[src/rtl/alu_muldiv.sv]
// alu_muldiv: iterative RV32M multiply/divide unit, one product or quotient bit per cycle.
// Define ALU_MULDIV_DIV_EN to build the restoring divider; otherwise divide ops complete as illegal.
module alu_muldiv #(
    parameter int unsigned XLEN = 32
) (
    input  logic            clk,
    input  logic            rst_n,
    input  logic            in_valid,
    output logic            in_ready,
    input  logic [2:0]      funct3,
    input  logic [XLEN-1:0] op_a,
    input  logic [XLEN-1:0] op_b,
    input  logic            flush,
    output logic            out_valid,
    input  logic            out_ready,
    output logic [XLEN-1:0] result,
    output logic            illegal
);
    localparam int unsigned PW = 2 * XLEN;
    localparam int unsigned CW = $clog2(XLEN);

    typedef enum logic [1:0] {IDLE, MUL, DIV, DONE} state_t;

    state_t          r_state;
    state_t          w_next;
    logic [PW-1:0]   r_prod;
    logic [XLEN-1:0] r_opb;
    logic [XLEN-1:0] r_result;
    logic [CW-1:0]   r_cnt;
    logic            r_neg;
    logic            r_sel_hi;
    logic            r_out_valid;
    logic            r_in_ready;
    logic            r_illegal;

    logic            w_accept;
    logic            w_last;
    logic            w_a_sgn;
    logic            w_b_sgn;
    logic            w_a_neg;
    logic            w_b_neg;
    logic [XLEN-1:0] w_a_mag;
    logic [XLEN-1:0] w_b_mag;
    logic [XLEN:0]   w_mul_sum;
    logic [PW-1:0]   w_mul_next;
    logic [PW-1:0]   w_mul_signed;
    logic [XLEN-1:0] w_mul_res;

    assign w_accept = in_valid && r_in_ready && !flush;
    assign w_last   = (r_cnt == CW'(XLEN - 1));

    // rs1 is signed for MUL/MULH/MULHSU/DIV/REM; rs2 only for MUL/MULH/DIV/REM
    assign w_a_sgn = funct3[2] ? !funct3[0] : (funct3[1:0] != 2'b11);
    assign w_b_sgn = funct3[2] ? !funct3[0] : !funct3[1];
    assign w_a_neg = w_a_sgn && op_a[XLEN-1];
    assign w_b_neg = w_b_sgn && op_b[XLEN-1];
    assign w_a_mag = w_a_neg ? (~op_a + XLEN'(1)) : op_a;
    assign w_b_mag = w_b_neg ? (~op_b + XLEN'(1)) : op_b;

    // shift-add: multiplier sits in the low half and is consumed LSB first
    assign w_mul_sum    = {1'b0, r_prod[PW-1:XLEN]} + (r_prod[0] ? {1'b0, r_opb} : {(XLEN+1){1'b0}});
    assign w_mul_next   = {w_mul_sum, r_prod[XLEN-1:1]};
    assign w_mul_signed = r_neg ? (~w_mul_next + PW'(1)) : w_mul_next;
    assign w_mul_res    = r_sel_hi ? w_mul_signed[PW-1:XLEN] : w_mul_signed[XLEN-1:0];

`ifdef ALU_MULDIV_DIV_EN
    logic [XLEN:0]   w_div_shift;
    logic [XLEN:0]   w_div_diff;
    logic            w_div_ge;
    logic [PW-1:0]   w_div_next;
    logic [XLEN-1:0] w_div_raw;
    logic [XLEN-1:0] w_div_res;
    logic            w_div_zero;
    logic            w_div_ovf;
    logic            w_special;
    logic [XLEN-1:0] w_special_res;

    // restoring step: partial remainder in the high half, dividend/quotient in the low half
    assign w_div_shift = {r_prod[PW-1:XLEN], r_prod[XLEN-1]};
    assign w_div_diff  = w_div_shift - {1'b0, r_opb};
    assign w_div_ge    = !w_div_diff[XLEN];
    assign w_div_next  = {(w_div_ge ? w_div_diff[XLEN-1:0] : w_div_shift[XLEN-1:0]),
                          r_prod[XLEN-2:0], w_div_ge};
    assign w_div_raw   = r_sel_hi ? w_div_next[PW-1:XLEN] : w_div_next[XLEN-1:0];
    assign w_div_res   = r_neg ? (~w_div_raw + XLEN'(1)) : w_div_raw;

    assign w_div_zero    = (op_b == '0);
    assign w_div_ovf     = !funct3[0] && (op_a == {1'b1, {(XLEN-1){1'b0}}}) && (&op_b);
    assign w_special     = w_div_zero || w_div_ovf;
    assign w_special_res = w_div_zero ? (funct3[1] ? op_a : '1) : (funct3[1] ? '0 : op_a);
`endif

    always_ff @(posedge clk or negedge rst_n) begin
        if (!rst_n) begin
            r_state <= IDLE;
        end else begin
            r_state <= w_next;
        end
    end

    always_comb begin
        w_next = r_state;
        if (flush) begin
            w_next = IDLE;
        end else begin
            case (r_state)
                IDLE: begin
                    if (w_accept) begin
                        if (!funct3[2]) begin
                            w_next = MUL;
`ifdef ALU_MULDIV_DIV_EN
                        end else if (w_special) begin
                            w_next = DONE;
                        end else begin
                            w_next = DIV;
                        end
`else
                        end else begin
                            w_next = DONE;
                        end
`endif
                    end
                end
                MUL:     if (w_last) w_next = DONE;
`ifdef ALU_MULDIV_DIV_EN
                DIV:     if (w_last) w_next = DONE;
`endif
                DONE:    if (out_ready) w_next = IDLE;
                default: w_next = IDLE;
            endcase
        end
    end

    // operand capture, iteration and registered outputs
    always_ff @(posedge clk or negedge rst_n) begin
        if (!rst_n) begin
            r_prod      <= '0;
            r_opb       <= '0;
            r_result    <= '0;
            r_cnt       <= '0;
            r_neg       <= 1'b0;
            r_sel_hi    <= 1'b0;
            r_out_valid <= 1'b0;
            r_in_ready  <= 1'b0;
            r_illegal   <= 1'b0;
        end else begin
            r_in_ready  <= (w_next == IDLE);
            r_out_valid <= (w_next == DONE);
            if (flush) begin
                r_cnt     <= '0;
                r_result  <= '0;
                r_illegal <= 1'b0;
            end else begin
                case (r_state)
                    IDLE: begin
                        if (w_accept) begin
                            r_cnt     <= '0;
                            r_illegal <= 1'b0;
                            r_sel_hi  <= funct3[2] ? funct3[1] : (funct3[1:0] != 2'b00);
                            r_neg     <= (funct3[2] && funct3[1]) ? w_a_neg : (w_a_neg ^ w_b_neg);
                            if (!funct3[2]) begin
                                r_prod <= {{XLEN{1'b0}}, w_b_mag};
                                r_opb  <= w_a_mag;
                            end else begin
`ifdef ALU_MULDIV_DIV_EN
                                r_prod <= {{XLEN{1'b0}}, w_a_mag};
                                r_opb  <= w_b_mag;
                                if (w_special) r_result <= w_special_res;
`else
                                r_result  <= '0;
                                r_illegal <= 1'b1;
`endif
                            end
                        end
                    end
                    MUL: begin
                        r_prod <= w_mul_next;
                        r_cnt  <= r_cnt + CW'(1);
                        if (w_last) r_result <= w_mul_res;
                    end
`ifdef ALU_MULDIV_DIV_EN
                    DIV: begin
                        r_prod <= w_div_next;
                        r_cnt  <= r_cnt + CW'(1);
                        if (w_last) r_result <= w_div_res;
                    end
`endif
                    default: ;
                endcase
            end
        end
    end

    assign in_ready  = r_in_ready;
    assign out_valid = r_out_valid;
    assign result    = r_result;
    assign illegal   = r_illegal;

endmodule

[config.mk]
export PLATFORM = sky130hd
export DESIGN_NAME = alu_muldiv
export DESIGN_NICKNAME = d
export VERILOG_FILES = /design/src/rtl/alu_muldiv.sv
export SDC_FILE = /design/constraint.sdc
export NUM_CORES = 1
export LEC_CHECK = 0
export BUFFER_PORTS_ARGS = -buffer_cell sky130_fd_sc_hd__buf_2
export CAP_MARGIN = 0
export CORE_ASPECT_RATIO = 0.7
export CORE_MARGIN = 10
export CORE_UTILIZATION = 60
export CTS_CLUSTER_SIZE = 25
export DETAILED_ROUTE_END_ITERATION = 8
export GPL_ROUTABILITY_DRIVEN = 0
export PLACE_DENSITY = 0.85
export SLEW_MARGIN = 20
export SYNTH_ARGS = -nofsm -noshare
export SYNTH_HDL_FRONTEND = slang
export SYNTH_SLANG_ARGS = --single-unit
[constraint.sdc]
create_clock -name clk -period 5.8 [get_ports clk]
set_clock_uncertainty 0.2 [all_clocks]
set_input_delay 1.16 -clock clk [delete_from_list [all_inputs] [get_ports clk]]
set_output_delay 1.16 -clock clk [all_outputs]
set_load 0.005 [all_outputs]
After elaboration in Yosys (flattened, before gate mapping)

Cells that the tools add are included.

Bitwise operators: 6
Multiplexer cells: 30
Eq/ne operators: 10
Reductions and logical operators: 21
$add $sub $neg: 5

Operator list:

| kind                  | count |
|---|---|
| $mux 32               | 8 |
| $mux 64               | 3 |
| $pmux 64 s2           | 1 |
| $add 32x1->32 const B | 2 |
| $add 64x1->64 const B | 1 |
| $not 32->32           | 2 |
| $not 64->64           | 1 |
| $pmux 32 s2           | 1 |
| $add 32x32->33        | 1 |
| $reduce_and 4->1      | 3 |
| $mux 2                | 5 |
| $mux 5                | 2 |
| $pmux 5 s2            | 1 |
| $ne 3x3->1 const B    | 3 |
| $mux 1                | 8 |
| $reduce_bool 2->1     | 4 |
| $ne 2x2->1 const B    | 3 |
| $pmux 2 s3            | 1 |
| $add 5x1->5 const B   | 1 |
| $eq 5x5->1 const B    | 1 |
| $logic_and 1x1->1     | 5 |
| $eq 2x2->1 const B    | 2 |
| $logic_not 2->1       | 2 |
| $reduce_and 2->1      | 2 |
| 6 further kinds       | 9 |

Word-level logic and storage cells: 82
Bits of input ports: 72
Register bits after elaboration: 140
Output and inout bits: 35

Depth between registers and ports, before layout

Depth after elaboration: 9
Depth in mapped cells: 15
Gate-level depth less buffers: 13

Least setup slack after synthesis

OpenSTA, ideal clock, no wires.

Path kind: flip-flop to flip-flop
Start: register r_prod[0]
End: register r_result[26], in the netlist result[26]
Stages on the path, launching flop included: 15
Arrival: 3,929 ps
Required time: 5,464 ps
Path buffers: 1
Slack: 1,534 ps
Clock period less this slack: 4,266 ps
Library setup time: 136 ps
Path through: dfrtp_1 -> clkbuf_1 -> and2_1 -> ha_1 -> fa_1 -> a211oi_1 -> o211ai_1 -> a31oi_2 -> xor2_1 -> o221ai_1 -> or4_4 -> nor4_4 -> nand2_1 -> nand4_1 -> or3b_2

Word-level cells in the longest chain between the ends: 9

Ends and longest elaborated chain:

| element                | RTL line | RTL |
|---|---|---|
| start, declared        | 26       | `logic [PW-1:0] r_prod;` |
| start signal, assigned | 162      | `r_prod <= {{XLEN{1'b0}}, w_b_mag};` |
| start signal, assigned | 177      | `r_prod <= w_mul_next;` |
| $mux 32 (*)            | 61       | `assign w_mul_sum = {1'b0, r_prod[PW-1:XLEN]} + (r_prod[0] ? {1'b0, r_opb} : {(XLEN+1){1'b0}});` |
| $add 32x32->33 (*)     | 61       |  |
| $not 64->64            | 63       | `assign w_mul_signed = r_neg ? (~w_mul_next + PW'(1)) : w_mul_next;` |
| $add 64x1->64          | 63       |  |
| $mux 64 (*)            | 63       |  |
| $mux 32 (*)            | 64       | `assign w_mul_res = r_sel_hi ? w_mul_signed[PW-1:XLEN] : w_mul_signed[XLEN-1:0];` |
| $mux 32 (*)            | 179      | `if (w_last) r_result <= w_mul_res;` |
| $pmux 32 s2 (*)        | 154      | `case (r_state)` |
| $mux 32 (*)            | 149      | `if (flush) begin` |
| end signal, assigned   | 179      |  |
| end, declared          | 28       | `logic [XLEN-1:0] r_result;` |

Every way passes the cells marked *; elsewhere a longest branch is shown, timed or not. The select of a mux whose other input is x is not followed.
A chain may end at the register's enable or synchronous reset.

Worst setup path in the final report

Start: register r_prod[0]
End: register r_result[30], in the netlist result[30]

The elaborated chain is that of the path after synthesis.

==> flow_metrics.tcl <==
set metrics [dict create \
    grt_start_max_net_pins 104 \
    dp_hpwl_mm 22.4 \
    timing.rr.start "r_prod[0]" \
    synth-warning-count 0 \
    worstReg2RegEnd "result[30]" \
    floorplan.die.height_um 132 \
    post_synth_main_area_contributors "sky130_fd_sc_hd__dfrtp_1, sky130_fd_sc_hd__a21oi_1, sky130_fd_sc_hd__o21ai_0, sky130_fd_sc_hd__xnor2_1, sky130_fd_sc_hd__xor2_1" \
    grt_usage_pct 24.8 \
    run_status "complete, no violations" \
    synthesis.nets 1446 \
    setup-violations-final 0 \
    worst-path-max-fanout 33 \
    holdPathStages 2 \
    tritoncts "yes" \
    ys_seq_area_share_pct 32.7 \
    report.final.hold_viol_count 0 \
    clk_pin_slew_worst_paths_ps 60 \
    cts_post_setup_buffers_inserted 0 \
    antenna_found_initial 0 \
    antenna_violating_nets_post_route 0 \
    final_layout_size_suffix_gt1_share_pct 12.9 \
    asyncSetResetFlopFracSynth_pct 100 \
    numPortBuffers 106 \
    post-route-period-util_pct 88.7 \
    reg2regPathDepth 13 \
    timing.critical_path.cells "and2_1 -> ha_1 -> fa_1 -> a211oi_1 -> o211ai_1 -> a31oi_2 -> xor2_1 -> o221ai_1 -> or4_4 -> nor4_4 -> nand2_1 -> o211a_1 -> o41ai_1" \
    max-vdd-ir-drop_v 0.000333 \
    synthesis.area_per_instance_um2 8.01 \
    clock-sinks 140 \
    dr_wl_met3_mm 2.50 \
    drt-total-wl_mm 30.7 \
    cells_after_synth 1336 \
    dpl_worst_slack_ps 703 \
    dr.first_iter.drc_count 1013 \
    finish.net_count 1508 \
    route.detailed.drc 0 \
    worst_pin_slew_ps 955 \
    wl_met1_mm 13.6 \
    setup_tns_ps 0 \
    worst_hold_slack_ps 285 \
    worst-r2r-setup-slack_ps 660 \
    post_cts_hold_buffer_count 0 \
    vias_per_cell 6.44 \
    yosys_most_used_dff "sky130_fd_sc_hd__dfrtp_1" \
    met2_wirelength_mm 14.0 \
    mostFrequentLayoutCells "sky130_fd_sc_hd__a21oi_1, sky130_fd_sc_hd__dfrtp_1, sky130_fd_sc_hd__nand2_1, sky130_fd_sc_hd__o21ai_0, sky130_fd_sc_hd__nor2_1" \
    layout_cell_area_excl_fill_mm2 0.0120 \
    timing.critical_path.to_type "flop" \
    worst_setup_path_start_kind "flop" \
    coreArea_mm2 0.0173 \
    crit_path_max_incr_delay_ps 730 \
    yosys_register_bits 140 \
    start_util_pct 61.8 \
    rows 40 \
    cts-resized-gates 0 \
    synth_enable_flop_cells 0 \
    ys_types 80 \
    yosysTopAreaCell "sky130_fd_sc_hd__dfrtp_1" \
    drv_cap 0 \
    final_max_slew_viols 0 \
    min_period_ps 5140 \
    worst_skew_pair.late_latency_ps 430 \
    critical_path.endpoint "result[30]" \
    syn-cell-area_mm2 0.0107 \
    die_width_um 180 \
    rsz0062_at_grt "no" \
    grt-ovfl-total 0 \
    cp_data_arrival_time_ps 5250 \
    flow.area_growth_from_synthesis_pct 11.7 \
    cts_root_buf "sky130_fd_sc_hd__clkbuf_16" \
    fin_ws_ps 658 \
    cellPowerDensity_mw_per_mm2 428 \
    required_time_worst_endpoint_ps 5900 \
    critical_path.startpoint "r_prod[0]" \
    hold_path.class "flop to flop" \
    avgRoutedWirePerCell_um 18.7 \
    htreeDepth 4 \
    power.static_leakage_uw 0.00524 \
    criticalPathCategory "flop to flop" \
    layout.area.seq_mm2 0.00350 \
    synth.top_cell.area_share_pct 32.7 \
    mostFrequentLayoutCell "sky130_fd_sc_hd__a21oi_1" \
    drt_first_pass_iters 9 \
    grt_pass1_vias 9971 \
    worst_path_max_delay_cell "sky130_fd_sc_hd__dfrtp_1" \
    tritoncts.num_buffers 17 \
    placedInstanceArea_mm2 0.0114 \
    max_freq_mhz 194 \
    num_antenna_cells 0 \
    max-clock-path-buffers 2 \
    io_pins 107 \
    floorplan.die_area_mm2 0.0237 \
    dr_vias 10600 \
    top_layer "met4" \
    layout.filler_cells 1445 \
    worst_slew_margin_rel_pct 36.4 \
    multi_input_area_mm2 0.00683 \
    grt_pass1_wl_mm 49.8 \
]
kinds of logic (layout without fill, tap and decap cells):
logic type,count (synthesis),after routing,synth area share (%)
flip-flops,140,140,32.7
XOR/XNOR,123,123,10.1
multiplexers,7,7,0.666
adder cells (fa/ha/maj),38,38,4.51
buffers and inverters,103,177,3.70
AND/OR/NAND/NOR,470,470,22.1
AO/OA/AOI/OAI,455,455,26.2
where the power goes:
| group | total (uW) | switching [uW] | internal (uW) | leakage (uW) |
|---|---|---|---|---|
| Combinational | 2480 | 1530 | 955 | 0.00316 |
| Sequential | 1490 | 260 | 1230 | 0.00179 |
| Clock | 1140 | 430 | 707 | 0.000290 |
critical path: cells and delay by family, from the launching register on:
kind            cells  cell delay, ps
fa+ha+maj           2             650
flops               1             730
compound gates      6            1660
simple gates        4            1480
xor+xnor            1             290
final cells by class:
class | instances | share of cell area [%]
clock buffers | 24 | 4.03
clock inverters | 7 | 0.942
inverters | 25 | 0.785
multi-input cells | 1093 | 57.1
flip-flops and latches | 140 | 29.3
well taps | 231 | 2.42
repair buffers | 121 | 5.43
worst min path at each step:
stage	to	slack, ps	startpoint
5_1_grt	r_cnt[2]	310	r_cnt[2]
2_1_floorplan	r_prod[38]	260	r_prod[38]
3_3_place_gp	result[2]	260	result[2]
6_report	result[8]	290	result[8]
4_1_cts	result[8]	290	result[8]
3_5_place_dp	result[3]	270	result[3]
metal layers:
| layer | global-route usage [%] | vias to the layer above |
|---|---|---|
| li1 | - | 4975 |
| met1 | 33.7 | 5018 |
| met2 | 38.9 | 493 |
| met3 | 4.83 | 81 |
| met4 | 8.29 | 0 |
| met5 | 0 | - |
per-stage QoR:
step | utilization, % | std cells | power [uW]
5_1_grt | 69.0 | 1641 | 5420
2_1_floorplan | - | 1336 | 3270
4_1_cts | 69.0 | 1641 | 5060
3_3_place_gp | 65.6 | 1610 | 3820
6_report | 69.0 | 1641 | 5110
3_5_place_dp | 65.6 | 1610 | 3900
Yosys cell counts (all sizes together), types with 7 or more instances:
cell / n
a21o: 12
a21oi: 153
a22o: 31
a31oi: 14
and2: 41
and3: 8
and4: 7
buf: 17
clkbuf: 61
dfrtp: 140
ha: 37
inv: 25
nand2: 138
nand2b: 14
nand3: 17
nand4: 10
nor2: 133
nor3: 19
nor4: 14
o211ai: 7
o21ai: 139
o31ai: 32
o41ai: 16
or2: 10
or3: 24
or4: 14
xnor2: 62
xor2: 61
state kept, by name, summed over array words and instances (netlist names):
name       cells
r_opb         32
r_neg          1
r_prod        64
illegal        1
r_state        2
r_sel_hi       1
out_valid      1
r_cnt          5
result        32
in_ready       1
No activity file was read; power rests on OpenSTA's default activity.
